--- config.mk ---
export PLATFORM = sky130hd
export DESIGN_NAME = uart_receiver
export DESIGN_NICKNAME = d
export VERILOG_FILES = /design/src/rtl/uart_receiver.sv
export SDC_FILE = /design/constraint.sdc
export NUM_CORES = 1
export LEC_CHECK = 0
export ABC_AREA = 0
export BUFFER_PORTS_ARGS = -buffer_cell sky130_fd_sc_hd__buf_2
export CAP_MARGIN = 25
export CORE_AREA = 2 2 74 76
export CTS_CLUSTER_DIAMETER = 30
export CTS_CLUSTER_SIZE = 12
export DETAILED_ROUTE_END_ITERATION = 12
export DIE_AREA = 0 0 76 78
export PLACE_DENSITY_LB_ADDON = 0.08
export SYNTH_ARGS = -nofsm -noshare
export SYNTH_HDL_FRONTEND = slang
export SYNTH_SLANG_ARGS = --single-unit
--- constraint.sdc ---
create_clock -name i_clk -period 2 [get_ports i_clk]
set_clock_uncertainty 0.05 [all_clocks]
set_input_delay 0.5 -clock i_clk [delete_from_list [all_inputs] [get_ports i_clk]]
set_output_delay 0.5 -clock i_clk [all_outputs]
set_load 0.03 [all_outputs]
--- src/rtl/uart_receiver.sv ---
// 8N1 UART receive stage: synchronizes the RX line to the system clock and
// reassembles LSB-first frames into bytes using an internal bit-timing counter.
module uart_receiver #(
  parameter int unsigned CLKS_PER_BIT = 104
) (
  input  logic       i_clk,
  input  logic       i_rst,
  input  logic       i_rx,
  output logic [7:0] o_data,
  output logic       o_valid,
  output logic       o_frame_err,
  output logic       o_busy
);

  typedef enum logic [2:0] {
    IDLE,
    START,
    DATA,
    STOP,
    WAIT_IDLE
  } state_t;

  localparam logic [15:0] HALF_LAST = 16'(CLKS_PER_BIT / 2 - 1);
  localparam logic [15:0] BIT_LAST  = 16'(CLKS_PER_BIT - 1);

  state_t      state;
  logic        rx_meta;
  logic        rx_s;
  logic [15:0] clk_cnt;
  logic [2:0]  bit_idx;
  logic [7:0]  shift;

  // Both flops reset high so a reset never looks like a start edge.
  always_ff @(posedge i_clk or negedge i_rst) begin
    if (!i_rst) begin
      rx_meta <= 1'b1;
      rx_s    <= 1'b1;
    end else begin
      rx_meta <= i_rx;
      rx_s    <= rx_meta;
    end
  end

  always_ff @(posedge i_clk or negedge i_rst) begin
    if (!i_rst) begin
      state       <= IDLE;
      clk_cnt     <= '0;
      bit_idx     <= '0;
      shift       <= '0;
      o_data      <= '0;
      o_valid     <= 1'b0;
      o_frame_err <= 1'b0;
      o_busy      <= 1'b0;
    end else begin
      o_valid     <= 1'b0;
      o_frame_err <= 1'b0;
      case (state)
        IDLE: begin
          clk_cnt <= '0;
          bit_idx <= '0;
          if (!rx_s) begin
            state  <= START;
            o_busy <= 1'b1;
          end else begin
            o_busy <= 1'b0;
          end
        end

        START: begin
          if (clk_cnt == HALF_LAST) begin
            clk_cnt <= '0;
            bit_idx <= '0;
            if (!rx_s) begin
              state <= DATA;
            end else begin
              state  <= IDLE;
              o_busy <= 1'b0;
            end
          end else begin
            clk_cnt <= clk_cnt + 16'd1;
          end
        end

        DATA: begin
          if (clk_cnt == BIT_LAST) begin
            clk_cnt        <= '0;
            shift[bit_idx] <= rx_s;
            if (bit_idx == 3'd7) begin
              state <= STOP;
            end else begin
              bit_idx <= bit_idx + 3'd1;
            end
          end else begin
            clk_cnt <= clk_cnt + 16'd1;
          end
        end

        // Leaving at mid stop bit leaves half a bit to catch a gapless next start.
        STOP: begin
          if (clk_cnt == BIT_LAST) begin
            clk_cnt <= '0;
            if (rx_s) begin
              o_data  <= shift;
              o_valid <= 1'b1;
              o_busy  <= 1'b0;
              state   <= IDLE;
            end else begin
              o_frame_err <= 1'b1;
              state       <= WAIT_IDLE;
            end
          end else begin
            clk_cnt <= clk_cnt + 16'd1;
          end
        end

        WAIT_IDLE: begin
          clk_cnt <= '0;
          if (rx_s) begin
            state  <= IDLE;
            o_busy <= 1'b0;
          end
        end

        default: begin
          state  <= IDLE;
          o_busy <= 1'b0;
        end
      endcase
    end
  end

endmodule

# After elaboration in Yosys (flattened, before gate mapping)
# Cells that the tools add are included.
dict set report classes {
  eq_ne 14
  bitwise 1
  n_mux 29
  reduce_logical 11
  n_addsub 2
  order_cmp 2
}
# cell n
set op_table {}
lappend op_table {{16-bit case mux with 3 select lines} 1}
lappend op_table {{16-bit 2-to-1 mux} 2}
lappend op_table {{3-bit 2-to-1 mux} 10}
lappend op_table {{16-bit by 1-bit adder with 16-bit output (second input constant)} 1}
lappend op_table {{16-bit by 6-bit == test with 1-bit output (second input constant)} 1}
lappend op_table {{16-bit by 7-bit == test with 1-bit output (second input constant)} 1}
lappend op_table {{3-bit case mux with 5 select lines} 1}
lappend op_table {{2-bit != test (second input constant)} 7}
lappend op_table {{1-bit 2-to-1 mux} 10}
lappend op_table {{3-bit case mux with 3 select lines} 1}
lappend op_table {{8-bit bitwise mux} 1}
lappend op_table {{3-bit by 2-bit == test with 1-bit output (second input constant)} 2}
lappend op_table {{3-bit == test (second input constant)} 2}
lappend op_table {{3-bit AND reduction} 2}
lappend op_table {{6-bit AND reduction} 1}
lappend op_table {{3-bit nonzero test} 2}
lappend op_table {{1-bit case mux with 5 select lines} 1}
lappend op_table {{3-bit by 4-bit less-than comparator with 1-bit output (second input constant)} 1}
lappend op_table {{4-bit AND reduction} 1}
lappend op_table {{2-bit OR reduction} 2}
lappend op_table {{3-bit by 1-bit adder with 3-bit output (second input constant)} 1}
lappend op_table {{1-bit demux with 3-bit select} 1}
lappend op_table {{3-bit by 1-bit == test with 1-bit output (second input constant)} 1}
lappend op_table {{3-bit by 1-bit greater-or-equal comparator with 1-bit output (second input constant)} 1}
lappend op_table {{5 further kinds} 5}
dict set report totals {
  wordCells 69
  in_bits 3
  out_inout_bits 11
  ff_bits 43
}

# Depth between registers and ports, before layout
dict set report depth {
  ltp_word 5
  depth_mapped 6
  mapped_depth_nobuf 6
}

# Worst setup path before layout
# OpenSTA, ideal clock, no wires.
dict set report synth_path {
  path_kind {reg-to-reg}
  startpoint {reg clk_cnt[9]}
  endpoint {reg o_data[0]}
  path_stages_with_launch 7
  synth_period_minus_slack_ns 1.984
  path_buffers 2
  t_arrival_ns 1.807
  setup_time_ns 0.127
  path_slack_ns 0.016
  required_ns 1.823
  path_cell_list {dfrtp_1 nor4_2 and3_1 buf_2 and4_1 buf_4 mux2_1}
}
dict set report synth_via {
  elab_chain_len 2
}
# element line
set synth_rtl {}
lappend synth_rtl {{start, declared} 29} ;# logic [15:0] clk_cnt;
lappend synth_rtl {{start signal, assigned} 80} ;# clk_cnt <= clk_cnt + 16'd1;
lappend synth_rtl {{start signal, assigned} 94} ;# clk_cnt <= clk_cnt + 16'd1;
lappend synth_rtl {{start signal, assigned} 112} ;# clk_cnt <= clk_cnt + 16'd1;
lappend synth_rtl {{16-bit by 7-bit == test with 1-bit output} 100} ;# if (clk_cnt == BIT_LAST) begin
lappend synth_rtl {{3-bit AND reduction (no line)} --}
lappend synth_rtl {{end signal, assigned} 103} ;# o_data <= shift;
lappend synth_rtl {{end, declared} 9} ;# output logic [7:0] o_data,
# No other way between the ends.
# A chain may end at the register's enable or synchronous reset.

# Worst setup path after layout
dict set report layout_path {
  startpoint {reg state[0]}
  endpoint {reg clk_cnt[12]}
}
dict set report layout_via {
  elab_chain_len 3
  elab_cells_between_ends 9
  cone_classes {4 x eq/ne; 1 x mux; 4 x reduce/logical}
}
# element line
set layout_rtl {}
lappend layout_rtl {{start, declared} 26} ;# state_t state;
lappend layout_rtl {{start signal, assigned} 46} ;# state <= IDLE;
lappend layout_rtl {{start signal, assigned} 62} ;# state <= START;
lappend layout_rtl {{start signal, assigned} 74} ;# state <= DATA;
lappend layout_rtl {{3-bit == test (tied with other cells)} 57} ;# case (state)
lappend layout_rtl {{2-bit OR reduction (no line)} --}
lappend layout_rtl {{16-bit case mux with 3 select lines or 3-bit nonzero test (tied branches)} --}
# Several ways; a longest one is shown, not always the timed one.

==> flow_summary.toml <==
[layout]
area_delta_synth_final_pct = 25.83
post-route-util_pct = 56.33
final_nets = 262
final_cell_area_sq_um = 2840
antenna_cells = 0
drive_above_1_share_pct = 32.42

[route]
drt-total-wl_um = 5156
vias_per_cell = 5.696
drc = 0
firstDrtPassIters = 4
drt-initial-drc-count = 69
wl_per_cell_um = 15.82
via_count = 1857
drtAntennaViolNets = 0

[synthesis]
yosys.cell_count.top_type = "dfrtp_1"
synthArstFlopShare_pct = 100.0
synth_top_cell_by_area = "dfrtp_1"
synthTopCellsByArea = "dfrtp_1 45%, mux2_1 4.0%, mux2_2 4.0%, nand4_1 3.3%, nand2_1 2.5%"
synth_area_sq_um = 2257
ys_warn_count = 0
syn_avg_cell_area_sq_um = 10.55
synth_common_cells = "41 x dfrtp_1, 15 x nand2_1, 15 x nor2_1"
synth_edf_count = 0
yosysSeqAreaShare_pct = 47.78
synthesis.instances = 214
yosys_most_used_dff = "dfrtp_1"
synth.distinct_cells = 54
synthesis.nets = 221
synthDominantCellAreaShare_pct = 45.45
synth-seq-cells = 43

[global_routing]
busiest_layer = "met2"
antenna_found_initial = 0
grt_pass1_vias = 1796
grt_pass1_wl_um = 8459
gr-total-overflow = 0
grt_max_degree = 24
grt_usage_pct = 17.69
grt_use_met2_pct = 30.98
gr-usage-met1_pct = 21.72
met3_usage_pct = 3.372

[floorplanning]
initial_core_util_pct = 44.76
die_area_sq_um = 5928
rows = 26
chipWidth_um = 76
ioPinCount = 14
die_y_um = 78
fp.coreArea_sq_um = 5042

[clocking]
root_buffer = "clkbuf_8"
htree_levels = 2
numCtsBuffers = 5
clk_pin_slew_ps = 80
clock_path_buffers = 2
clock_latency_ps = 300
cts_tree = "yes"
cts.sinks = 43
postCtsHoldBufs = 0

[sta]
worst_pin_slew_ps = 539.4
grt_setup_unrepaired = "yes"
period_minus_slack_ps = 1914
worst_slack_ps = 86.01
fin_crit_sh_pct = 95.70
hold_viol = 0
slew_violations = 0
fmax_ghz = 0.5225
finalSetupViolations = 0
maxSlewHeadroom_pct = 63.87

[pwr]
clkPwrFrac_pct = 42.9
powerDensity_nw_per_um2 = 557.4
swShare_pct = 20.94
p_leak_nw = 1.270
pwr-share-seq_pct = 55.4
vdd_ir_drop_max_v = 0.0002702
power.internal_mw = 1.251
combPwrFrac_pct = 1.7
p_sw_mw = 0.3316

[setup_path]
path_cells = "o21a_4 > or4_4 > or4_4 > a21oi_2"
critPathSlowestCell = "or4_4"
critPathRequiredTime_ps = 2180
cp-start-kind = "flop"
endpoint_kind = "flop"
max_stage_delay_ps = 550
crit_top_cell = "or4_4"
reg2regPathDepth = 4
arrival_ps = 2100
critPathKind = "reg2reg"
crit_path_max_fanout = 3

[placed_design]
portBuffers = 13
place_ws_ps = -15.77
gp_congestion = 0.8343
hpwl_um = 3782
place_area_sq_um = 2601

[status]
outcome = "completed"

[job]
cap_violations = 0

[hold_path]
hold_path.class = "in2async"
-- kinds of logic after synthesis --
logic type / synth area share, %
adder cells (fa/ha/maj): 2.217
AO/OA/AOI/OAI: 12.36
multiplexers: 9.313
XOR/XNOR: 2.329
buffers and inverters: 2.938
flip-flops: 47.78
AND/OR/NAND/NOR: 23.06
-- cell type report --
| cell class | instances | area, sq um |
|---|---|---|
| multi-input cells | 156 | 1209 |
| clock inverters | 3 | 43.79 |
| well taps | 70 | 87.58 |
| inverters | 4 | 15.01 |
| fillers | 425 | 2202 |
| repair buffers | 45 | 334.1 |
| flip-flops and latches | 43 | 1082 |
| clock buffers | 5 | 68.82 |
-- repair_timing --
action,4_1_cts,5_1_grt
setup buffers,0,3
pin swaps,0,2
gates resized for setup,1,18
endpoints found under the hold margin,0,0
endpoints found under the setup margin,1,28
-- worst paths after layout --
path / from / slack [ps] / end
worst max-delay path: state[0] / 90 / clk_cnt[12]
worst min-delay path: i_rst / 110 / clk_cnt[11]
worst max register to register: state[0] / 90 / clk_cnt[12]
worst min register to register: rx_meta / 310 / rx_s
max in group asynchronous: i_rst / 1220 / rx_meta
min in group i_clk: i_rx / 250 / rx_meta
-- through the flow --
step | total power [mW] | hold slack (ps) | instances | TNS, ps
after floorplan | 0.8968 | 154.4 | 214 | 0
after global placement | 0.9217 | 296.3 | 315 | 0
after detailed placement | 0.9236 | 296.9 | 315 | -15.77
after CTS | 1.602 | 116.8 | 323 | 0
after global routing | 1.648 | 134.6 | 326 | -4.263
final | 1.583 | 108.4 | 326 | 0
-- sequential cells by signal, indices dropped and copies added (netlist names) --
name         cells
o_data           8
o_frame_err      1
clk_cnt         16
rx_s             1
o_valid          1
bit_idx          3
state            3
rx_meta          1
shift            8
o_busy           1
-- cell usage in the layout, fill, tap and decap left out, types with 2 or more instances in the layout --
| master | instances |
|---|---|
| o22ai_1 | 4 |
| and4_1 | 2 |
| nor3b_1 | 4 |
| nor4_1 | 2 |
| nand3_1 | 7 |
| nor3_1 | 4 |
| o31ai_1 | 6 |
| nor2_1 | 15 |
| mux2_1 | 8 |
| buf_2 | 13 |
| nand2_1 | 15 |
| nand2b_1 | 3 |
| clkbuf_8 | 5 |
| or4_1 | 4 |
| inv_1 | 4 |
| nand4_1 | 12 |
| mux2i_1 | 3 |
| nor3b_2 | 2 |
| a21oi_1 | 7 |
| or4_4 | 2 |
| dfstp_2 | 2 |
| buf_4 | 29 |
| ha_4 | 2 |
| xor2_1 | 3 |
| dfrtp_2 | 3 |
| buf_12 | 2 |
| xnor2_1 | 3 |
| o21ai_0 | 6 |
| ha_1 | 2 |
| nor4_4 | 2 |
| dfrtp_1 | 38 |
| mux2_2 | 8 |
-- power groups by stage --
stage | Sequential, mW | Clock, mW | Combinational [mW]
after floorplan | 0.891 | 0 | 0.00609
after global placement | 0.894 | 0 | 0.0278
after detailed placement | 0.894 | 0 | 0.0293
after CTS | 0.877 | 0.695 | 0.0292
after global routing | 0.878 | 0.739 | 0.0322
final | 0.877 | 0.679 | 0.0273
-- critical path: cells and delay by family, from the launching register on --
family,cells,cell delay [ps]
DFF,1,400
AOI/OAI and AO/OA,2,360
and+or+nand+nor,2,1050
-- metal layers --
metal,share of wire [%],up-vias
met5,0,-
met4,2.1,0
met3,2.6,11
met2,50,34
met1,45,926
li1,-,886
Power figures use the tool's default switching activity.
